### src/rtl/core_loader.sv
// Boot sequencer: holds the RV32 core in reset, streams a length-prefixed program
// image into instruction memory word-by-word, then releases reset and pulses start.
module core_loader #(
    parameter int          ADDR_W    = 32,
    parameter logic [31:0] BASE_ADDR = 32'h0000_0000,
    parameter int          MAX_WORDS = 1024
) (
    input  logic              clk,
    input  logic              rstn,
    input  logic              load_req,
    input  logic              rx_valid,
    input  logic [7:0]        rx_data,
    output logic              rx_ready,
    output logic              imem_we,
    output logic [ADDR_W-1:0] imem_waddr,
    output logic [31:0]       imem_wdata,
    output logic              core_rstn,
    output logic              start,
    output logic              busy,
    output logic              done,
    output logic              err
);

    typedef enum logic [2:0] {
        ST_IDLE  = 3'd0,
        ST_HDR   = 3'd1,
        ST_DATA  = 3'd2,
        ST_WRITE = 3'd3,
        ST_REL   = 3'd4,
        ST_START = 3'd5,
        ST_RUN   = 3'd6,
        ST_ERR   = 3'd7
    } state_t;

    state_t            state_r;
    state_t            state_s;
    logic [1:0]        byte_cnt_r;
    logic [31:0]       len_r;
    logic [31:0]       word_idx_r;
    logic [31:0]       word_buf_r;
    logic              accept_s;
    logic              last_byte_s;
    logic              restart_s;
    logic [31:0]       len_next_s;
    logic [31:0]       word_next_s;
    logic [ADDR_W-1:0] addr_s;

    assign accept_s    = rx_valid && rx_ready;
    assign last_byte_s = accept_s && (byte_cnt_r == 2'd3);
    assign restart_s   = load_req && ((state_r == ST_IDLE) || (state_r == ST_RUN) || (state_r == ST_ERR));
    // Both header and payload arrive little-endian, so new bytes shift in from the top.
    assign len_next_s  = {rx_data, len_r[31:8]};
    assign word_next_s = {rx_data, word_buf_r[31:8]};
    assign addr_s      = ADDR_W'(BASE_ADDR) + ADDR_W'({word_idx_r, 2'b00});

    // Next-state logic
    always_comb begin
        state_s = state_r;
        case (state_r)
            ST_IDLE, ST_RUN, ST_ERR: begin
                if (load_req) state_s = ST_HDR;
                else          state_s = state_r;
            end
            ST_HDR: begin
                if (last_byte_s) begin
                    if ((len_next_s == 32'd0) || (len_next_s > 32'(MAX_WORDS))) state_s = ST_ERR;
                    else                                                      state_s = ST_DATA;
                end else begin
                    state_s = ST_HDR;
                end
            end
            ST_DATA: begin
                if (last_byte_s) state_s = ST_WRITE;
                else             state_s = ST_DATA;
            end
            ST_WRITE: begin
                if (word_idx_r == (len_r - 32'd1)) state_s = ST_REL;
                else                               state_s = ST_DATA;
            end
            ST_REL:   state_s = ST_START;
            ST_START: state_s = ST_RUN;
            default:  state_s = ST_IDLE;
        endcase
    end

    // State register
    always_ff @(posedge clk or negedge rstn) begin
        if (!rstn) state_r <= ST_IDLE;
        else       state_r <= state_s;
    end

    // Status outputs registered from the next state so they line up with state_r
    always_ff @(posedge clk or negedge rstn) begin
        if (!rstn) begin
            rx_ready  <= 1'b0;
            imem_we   <= 1'b0;
            core_rstn <= 1'b0;
            start     <= 1'b0;
            busy      <= 1'b0;
            done      <= 1'b0;
            err       <= 1'b0;
        end else begin
            rx_ready  <= (state_s == ST_HDR) || (state_s == ST_DATA);
            imem_we   <= (state_s == ST_WRITE);
            core_rstn <= (state_s == ST_REL) || (state_s == ST_START) || (state_s == ST_RUN);
            start     <= (state_s == ST_START);
            busy      <= (state_s == ST_HDR) || (state_s == ST_DATA) || (state_s == ST_WRITE) ||
                         (state_s == ST_REL) || (state_s == ST_START);
            done      <= (state_s == ST_RUN);
            err       <= (state_s == ST_ERR);
        end
    end

    // Byte counter, header length, word index and payload shift buffer
    always_ff @(posedge clk or negedge rstn) begin
        if (!rstn) begin
            byte_cnt_r <= 2'd0;
            len_r      <= 32'd0;
            word_idx_r <= 32'd0;
            word_buf_r <= 32'd0;
        end else if (restart_s) begin
            byte_cnt_r <= 2'd0;
            len_r      <= 32'd0;
            word_idx_r <= 32'd0;
        end else if (accept_s) begin
            byte_cnt_r <= byte_cnt_r + 2'd1;
            if (state_r == ST_HDR) len_r      <= len_next_s;
            else                   word_buf_r <= word_next_s;
        end else if (state_r == ST_WRITE) begin
            word_idx_r <= word_idx_r + 32'd1;
        end
    end

    // Write port captured on the last byte of a word; it holds between writes
    always_ff @(posedge clk or negedge rstn) begin
        if (!rstn) begin
            imem_waddr <= '0;
            imem_wdata <= 32'd0;
        end else if ((state_r == ST_DATA) && last_byte_s) begin
            imem_waddr <= addr_s;
            imem_wdata <= word_next_s;
        end
    end

endmodule

### config.mk
export PLATFORM = sky130hd
export DESIGN_NAME = core_loader
export DESIGN_NICKNAME = d
export VERILOG_FILES = /design/src/rtl/core_loader.sv
export SDC_FILE = /design/constraint.sdc
export NUM_CORES = 1
export LEC_CHECK = 0
export BUFFER_PORTS_ARGS = -buffer_cell sky130_fd_sc_hd__buf_2
export CAP_MARGIN = 10
export CORE_AREA = 2 2 156 158
export CTS_CLUSTER_DIAMETER = 60
export CTS_CLUSTER_SIZE = 12
export DETAILED_ROUTE_END_ITERATION = 12
export DIE_AREA = 0 0 158 160
export GPL_TIMING_DRIVEN = 0
export PLACE_DENSITY = 0.56
export SYNTH_ARGS = -nofsm -noshare
export SYNTH_HDL_FRONTEND = slang
export SYNTH_SLANG_ARGS = --single-unit
### constraint.sdc
create_clock -name clk -period 2.7 [get_ports clk]
set_input_delay 0.27 -clock clk [delete_from_list [all_inputs] [get_ports clk]]
set_output_delay 0.27 -clock clk [all_outputs]
set_load 0.05 [all_outputs]
==> results of run 1 <==
power groups by stage:
stage / registers, mW / logic, mW / clock network (mW)
after floorplan: 4.41 / 3.14 / 0
after global placement: 3.66 / 5.08 / 0
after detailed placement: 3.66 / 5.15 / 0
after CTS: 3.64 / 5.54 / 2.34
after global routing: 3.76 / 6.49 / 2.45
final: 3.66 / 5.99 / 2.28
path summary, 6_finish.rpt:
kind,start,end,slack [ps],depth (start not counted)
min in group asynchronous,rstn,imem_waddr[5],330,2
max in group asynchronous,rstn,word_idx_r[30],1490,3
worst min register to register,imem_waddr[19],imem_waddr[19],500,1
worst max-delay path,len_r[8],rx_ready,-70,11
worst max register to register,len_r[8],rx_ready,-70,11
worst min-delay path,rx_data[2],len_r[26],120,3
logic make-up (layout without fill, tap and decap cells):
logic type | Yosys count | after routing | synth area share [%]
other cells | 1 | 2 | 0.0486
buf+inv | 52 | 188 | 2.76
fa+ha+maj | 3 | 3 | 0.487
flops | 162 | 162 | 52.5
mux | 90 | 90 | 13.1
simple gates | 258 | 258 | 16.8
compound gates | 85 | 85 | 6.36
xor+xnor | 70 | 70 | 7.95
layout make-up:
class,count,area share [%]
Buffer,37,1.66
Clock buffer,20,4.82
Sequential cell,162,42.8
Multi-Input combinational cell,508,38.2
Inverter,14,0.554
Tap cell,324,4.27
Timing Repair Buffer,105,6.62
Clock inverter,12,1.04
flip-flops by register name (all words and copies together), names as in the netlist:
signal,cells
busy,1
imem_we,1
core_rstn,1
imem_wdata,32
len_r,32
word_buf_r,24
word_idx_r,32
byte_cnt_r,2
imem_waddr,30
err,1
start,1
done,1
rx_ready,1
state_r,3
per-layer routing:
layer | global-route usage, % | routed length, um | part of all wire (%) | vias to the layer above
li1 | - | - | - | 2751
met1 | 21.6 | 8950 | 48 | 2808
met2 | 23.5 | 8730 | 47 | 111
met3 | 3.85 | 848 | 4.5 | 13
met4 | 4.05 | 213 | 1.1 | 0
met5 | 0 | 0 | 0 | -
placed cells by master (no fill, tap or decap), drive strengths merged, types with 2 or more instances in the layout:
cell type    n
o31ai        2
a31oi        5
dfrtp      162
a21oi       49
clkinvlp     7
clkbuf      49
nand3b       2
xor2        37
buf        112
or4          4
a21o         2
or2          2
nand3       18
conb         2
nor2b        3
or3         10
nand4       12
nand2       98
inv         18
nor2        48
o21ai       15
nor4        17
and3         7
a211o        2
xnor2       33
ha           3
and4         3
mux2        87
nor3        18
nand2b       5
mux2i        3
and2         7
a211oi       2
timing repair:
item	4_1_cts	5_1_grt
hold endpoints to repair	52	0
hold buffers	1	0
pin swaps	6	8
setup buffers	10	12
endpoints found under the setup margin	42	18
gates resized for setup	18	20
worst register-to-register path, delay by kind of cell, from the launching register on:
family                 cells  cell delay, ps
and+or+nand+nor            7            1580
DFF                        1             370
AOI/OAI and AO/OA          1             230
buffers and inverters      3             490
per-stage QoR:
stage          std cells  hold WS (ps)
2_1_floorplan        722         -25.6
3_3_place_gp        1126           484
3_5_place_dp        1128           210
4_1_cts             1171           105
5_1_grt             1182           115
6_report            1182           119
==> qor.csv, run 1 <==
stage,metric,value,unit
drt,drt-initial-drc-count,257,
layout,layout-drive-gt1-share,31.2,%
critical_path,crit_path_max_fanout,6,
clock_network,cts_root_buffer,clkbuf_16,
layout,areaGrowthSynthToFinish,22.9,%
global_route,antenna_found_initial,0,
sta,timing.fmax,361,MHz
drt,drc_errors,0,
power,p_seq_share,30.7,%
drt,wl_per_cell,15.9,um
global_route,grt_pass1_wl,30.4,mm
drt,num_vias,5683,
min_path,min_path_type,in2reg,
critical_path,startpoint_type,flop,
placed_design,preCtsSetupSlack,-642,ps
layout,antenna_cells_inserted,0,
floorplan,die_width,158,um
critical_path,cp.required,3020,ps
critical_path,path_delay_family,simple AND/OR/NAND/NOR gates,
critical_path,crit_buf_inv,3,
critical_path,worstSetupPathType,reg2reg,
clock_network,cts_tree,yes,
layout,final-seq-area,4060,um2
power,pwr-share-clk,19.1,%
global_route,grt-ovfl-total,0,
placed_design,dpl_cell_area,8580,um2
sta,rsz0062_at_grt,true,
layout,fin_nets,860,
power,pwr-share-comb,50.2,%
sta,setup_tns,-115,ps
run_status,violations,negative setup slack,
global_route,grt_use_total,15.3,%
power,p_switching,5.08,mW
critical_path,cp_slowest_cell,or4_4,
placed_design,gp_congestion,0.852,
drt,drtPass1Iterations,4,
synth,synth_top_area_cell,dfrtp_1,
synth,yosysSeqAreaShare,52.5,%
clock_network,cts.sinks,162,
synth,ys_warn_count,0,
synth,yosys.area.top_type_share,52.5,%
sta,setup-violations-final,2,
synth,syn_area,7720,um2
drt,wl,18.7,mm
layout,final_core_util,39.8,%
clock_network,clk_pin_slew,60,ps
sta,worst_slew_pin_slew,684,ps
synth,synth_edf_count,0,
placed_design,portBuffers,80,
synth,syn_inst,721,
sta,max_slew_margin,54.4,%
synth,ys_seq_elements,162,
clock_network,clockBufferDepth,2,
synth,synthTopCellsByArea,"dfrtp_1, mux2_2, nand2_1",
layout,multi_input_area,3620,um2
sta,fin_worst_skew,8.39,ps
sta,slew_violations,0,
clock_network,cts_buffers,17,
critical_path,end_kind,flop,
floorplan,pin_count,83,
critical_path,arrival,3090,ps
clock_network,htreeDepth,4,
sta,post-route-period-util,103,%
floorplan,dieArea,25300,um2
drt,routed_via_density,4.81,
power,cell_internal_pwr,6.85,mW
synth,synth_common_cells,"dfrtp_1, nand2_1, mux2_2",
power,swShare,42.6,%
synth,synth.most_common_cell,dfrtp_1,
synth,async_reset_ff_share,100,%
global_route,grt_pass1_vias,5517,
sta,fin_crit,2770,ps
job,drv_cap,0,
power,powerDensity,1260,nW/um2
synth,syn_area_per_cell,10.7,um2
layout,fin_area,9480,um2
sta,hold_viol,0,
floorplan,initial_core_util,32.4,%
drt,drtAntennaViolNets,0,
layout,n_fill_cell,2404,
power,p_leak,4.43,nW
placed_design,dpl.hpwl,13.1,mm
synth,synthDistinctLibCells,55,
power,vdd_drop_max,0.000701,V
clock_network,clock_latency,430,ps
sta,layout_setup_ws,-69.8,ps
floorplan,rows,57,
floorplan,core-area,23800,um2
critical_path,crit_path_cell_trace,buf_6 > nor4_4 > buf_4 > nand4_4 > or4_4 > a221oi_2 > nand4_1 > nor4_2 > nand4_1 > buf_6 > and3_4,
global_route,grt_max_degree,111,
floorplan,dieHeight,160,um
power,p_total,11.9,mW
critical_path,slowest_delay,430,ps
run_status,status,"complete, but fails checks",
synth,synthFlopType,dfrtp_1,
(Power assumes the default switching activity.)
==> inputs of run 2 (changes only) <==
--- a/config.mk
+++ b/config.mk
@@ -14,6 +14,7 @@
 export DIE_AREA = 0 0 158 160
 export GPL_TIMING_DRIVEN = 0
 export PLACE_DENSITY = 0.56
+export SKIP_CTS_REPAIR_TIMING = 1
 export SYNTH_ARGS = -nofsm -noshare
 export SYNTH_HDL_FRONTEND = slang
 export SYNTH_SLANG_ARGS = --single-unit
==> run 2 against run 1 <==
  * The run still ends with negative setup slack left
  * Cell area is 0.11% higher
  * Via count is 0.55% higher
  * Die area stayed put
  * Cell count is 0.42% higher
  * Critical path depth is 1 lower
  * Critical endpoint unchanged
  * Largest power group unchanged
==> qor.csv, run 2 (same netlist as run 1, synthesis figures left out) <==
stage,metric,value,unit,change
drt,wl_per_cell,15.8,um,-0.20%
critical_path,r2r_start,len_r[11],,
floorplan,rows,57,,unchanged
critical_path,r2r_slack,-20,ps,+50 ps
clock_network,cts_buffers,17,,unchanged
critical_path,slowest_delay,440,ps,about the same
sta,setup-violations-final,1,,-1
sta,slew_violations,0,,unchanged
sta,timing.fmax,368,MHz,+1.9%
critical_path,worstSetupPathType,reg2reg,,
sta,layout_setup_ws,-17.2,ps,+52.6 ps
layout,antenna_cells_inserted,0,,unchanged
critical_path,cp_slowest_cell,dfrtp_2,,
clock_network,clk_pin_slew,60,ps,about the same
layout,instances_no_fill,1187,,+0.42%
sta,timing.hold.ws,120,ps,+0.678 ps
clock_network,cts_root_buffer,clkbuf_16,,
drt,drt-initial-drc-count,259,,+0.78%
floorplan,pin_count,83,,unchanged
layout,final-seq-area,4060,um2,unchanged
sta,post-route-period-util,101,%,-1.9 points
job,drv_cap,0,,unchanged
floorplan,die_width,158,um,unchanged
sta,fin_crit,2720,ps,-52.6 ps
critical_path,startpoint_type,flop,,
power,powerDensity,1240,nW/um2,-1.1%
floorplan,core-area,23800,um2,unchanged
clock_network,htreeDepth,4,,unchanged
floorplan,dieArea,25300,um2,unchanged
placed_design,portBuffers,80,,unchanged
layout,layout-drive-gt1-share,31.2,%,-0.065 points
placed_design,dpl.hpwl,13.1,mm,unchanged
sta,worst_slew_pin_slew,659,ps,-24.7 ps
layout,final_core_util,39.9,%,+0.042 points
min_path,min_path_type,in2reg,,
global_route,antenna_found_initial,0,,unchanged
layout,final_cell_mix,"dfrtp_1, nand2_1, mux2_2",,
drt,wl,18.8,mm,+0.22%
critical_path,crit_path_cell_trace,nor4_4 > buf_4 > nand4_4 > or4_4 > a221oi_2 > nand4_1 > nor4_2 > nand4_1 > buf_6 > and3_4,,
layout,areaGrowthSynthToFinish,23.0,%,
sta,fin_worst_skew,9.81,ps,+1.42 ps
layout,reg_top3,"imem_wdata x32, len_r x32, word_idx_r x32",,
placed_design,gp_congestion,0.852,,unchanged
clock_network,cts.sinks,162,,unchanged
drt,routed_via_density,4.81,,+0.12%
power,vdd_drop_max,0.000715,V,+2.0%
placed_design,dp.cells,1128,,unchanged
critical_path,arrival,3040,ps,-50 ps
layout,fin_nets,865,,+0.58%
drt,num_vias,5714,,+0.55%
critical_path,endpoint,rx_ready,,
run_status,violations,negative setup slack,,
clock_network,cts_tree,yes,,
global_route,grt_max_degree,111,,unchanged
clock_network,clock_latency,430,ps,about the same
critical_path,r2r_cells,10,,-1
sta,rsz0062_at_grt,true,,
sta,max_slew_margin,55.7,%,+1.3 points
power,p_leak,4.45,nW,+0.34%
layout,multi_input_area,3610,um2,-0.45%
run_status,status,"complete, but fails checks",,
critical_path,end_kind,flop,,
critical_path,cp-startpoint,len_r[11],,
global_route,grt_use_total,15.1,%,-0.19 points
power,p_total,11.8,mW,-1.0%
global_route,grt-ovfl-total,0,,unchanged
critical_path,regToRegEndpoint,rx_ready,,
global_route,grt_pass1_wl,30.0,mm,-1.2%
drt,drtAntennaViolNets,0,,unchanged
drt,drc_errors,0,,unchanged
critical_path,path_common_cell,nand4_1,,
layout,final_common_cell,dfrtp_1,,
layout,n_fill_cell,2412,,+0.33%
floorplan,dieHeight,160,um,unchanged
clock_network,clockBufferDepth,2,,unchanged
sta,hold_viol,0,,unchanged
critical_path,crit_path_max_fanout,5,,-1
critical_path,cp.required,3020,ps,about the same
floorplan,initial_core_util,32.4,%,unchanged
global_route,grt_pass1_vias,5440,,-1.4%
drt,drtPass1Iterations,4,,unchanged
run 2: layer usage:
metal | routed length, um | track usage [%]
met2 | 8680 | 23.0
met4 | 196 | 3.93
met1 | 9020 | 21.5
met5 | 0 | 0
met3 | 892 | 3.88
run 2: power by group:
| part | internal (mW) | switching [mW] | total, mW |
|---|---|---|---|
| logic | 2.45 | 3.43 | 5.88 |
| registers | 3.08 | 0.560 | 3.64 |
| clock network | 1.24 | 1.04 | 2.28 |
run 2: metrics by stage:
step	instance area, um2	setup WS, ps	TNS, ps
3_3_place_gp	8530	-1220	-275780
2_1_floorplan	7720	125	0
6_report	9490	-17.2	-17.2
4_1_cts	9130	-696	-11800
3_5_place_dp	8580	-642	-10400
5_1_grt	9490	-95.0	-312
run 2: final cells by class:
type / instances / share of cell area [%]
tap: 324 / 4.27
multi-input combinational: 508 / 38.0
timing repair buffer: 109 / 6.87
sequential: 162 / 42.8
clock inverter: 12 / 1.04
clock buffer: 20 / 4.81
buffer: 38 / 1.69
inverter: 14 / 0.554
run 2: critical path: cells and delay by family, from the launching register on:
family / cells / cell delay, ps
AND/OR/NAND/NOR: 7 / 1580
flip-flops: 1 / 440
buffers and inverters: 2 / 350
AO/OA/AOI/OAI: 1 / 240
run 2: how the worst min path moves through the flow:
stage / depth (start not counted) / startpoint / end / slack (ps)
6_report: 3 / rx_data[2] / len_r[26] / 120
5_1_grt: 3 / rx_data[1] / len_r[25] / 120
4_1_cts: 1 / rstn / imem_waddr[5] / -250
3_5_place_dp: 1 / rstn / imem_waddr[5] / 210
3_3_place_gp: 1 / imem_waddr[3] / imem_waddr[3] / 480
2_1_floorplan: 0 / rstn / busy / -30
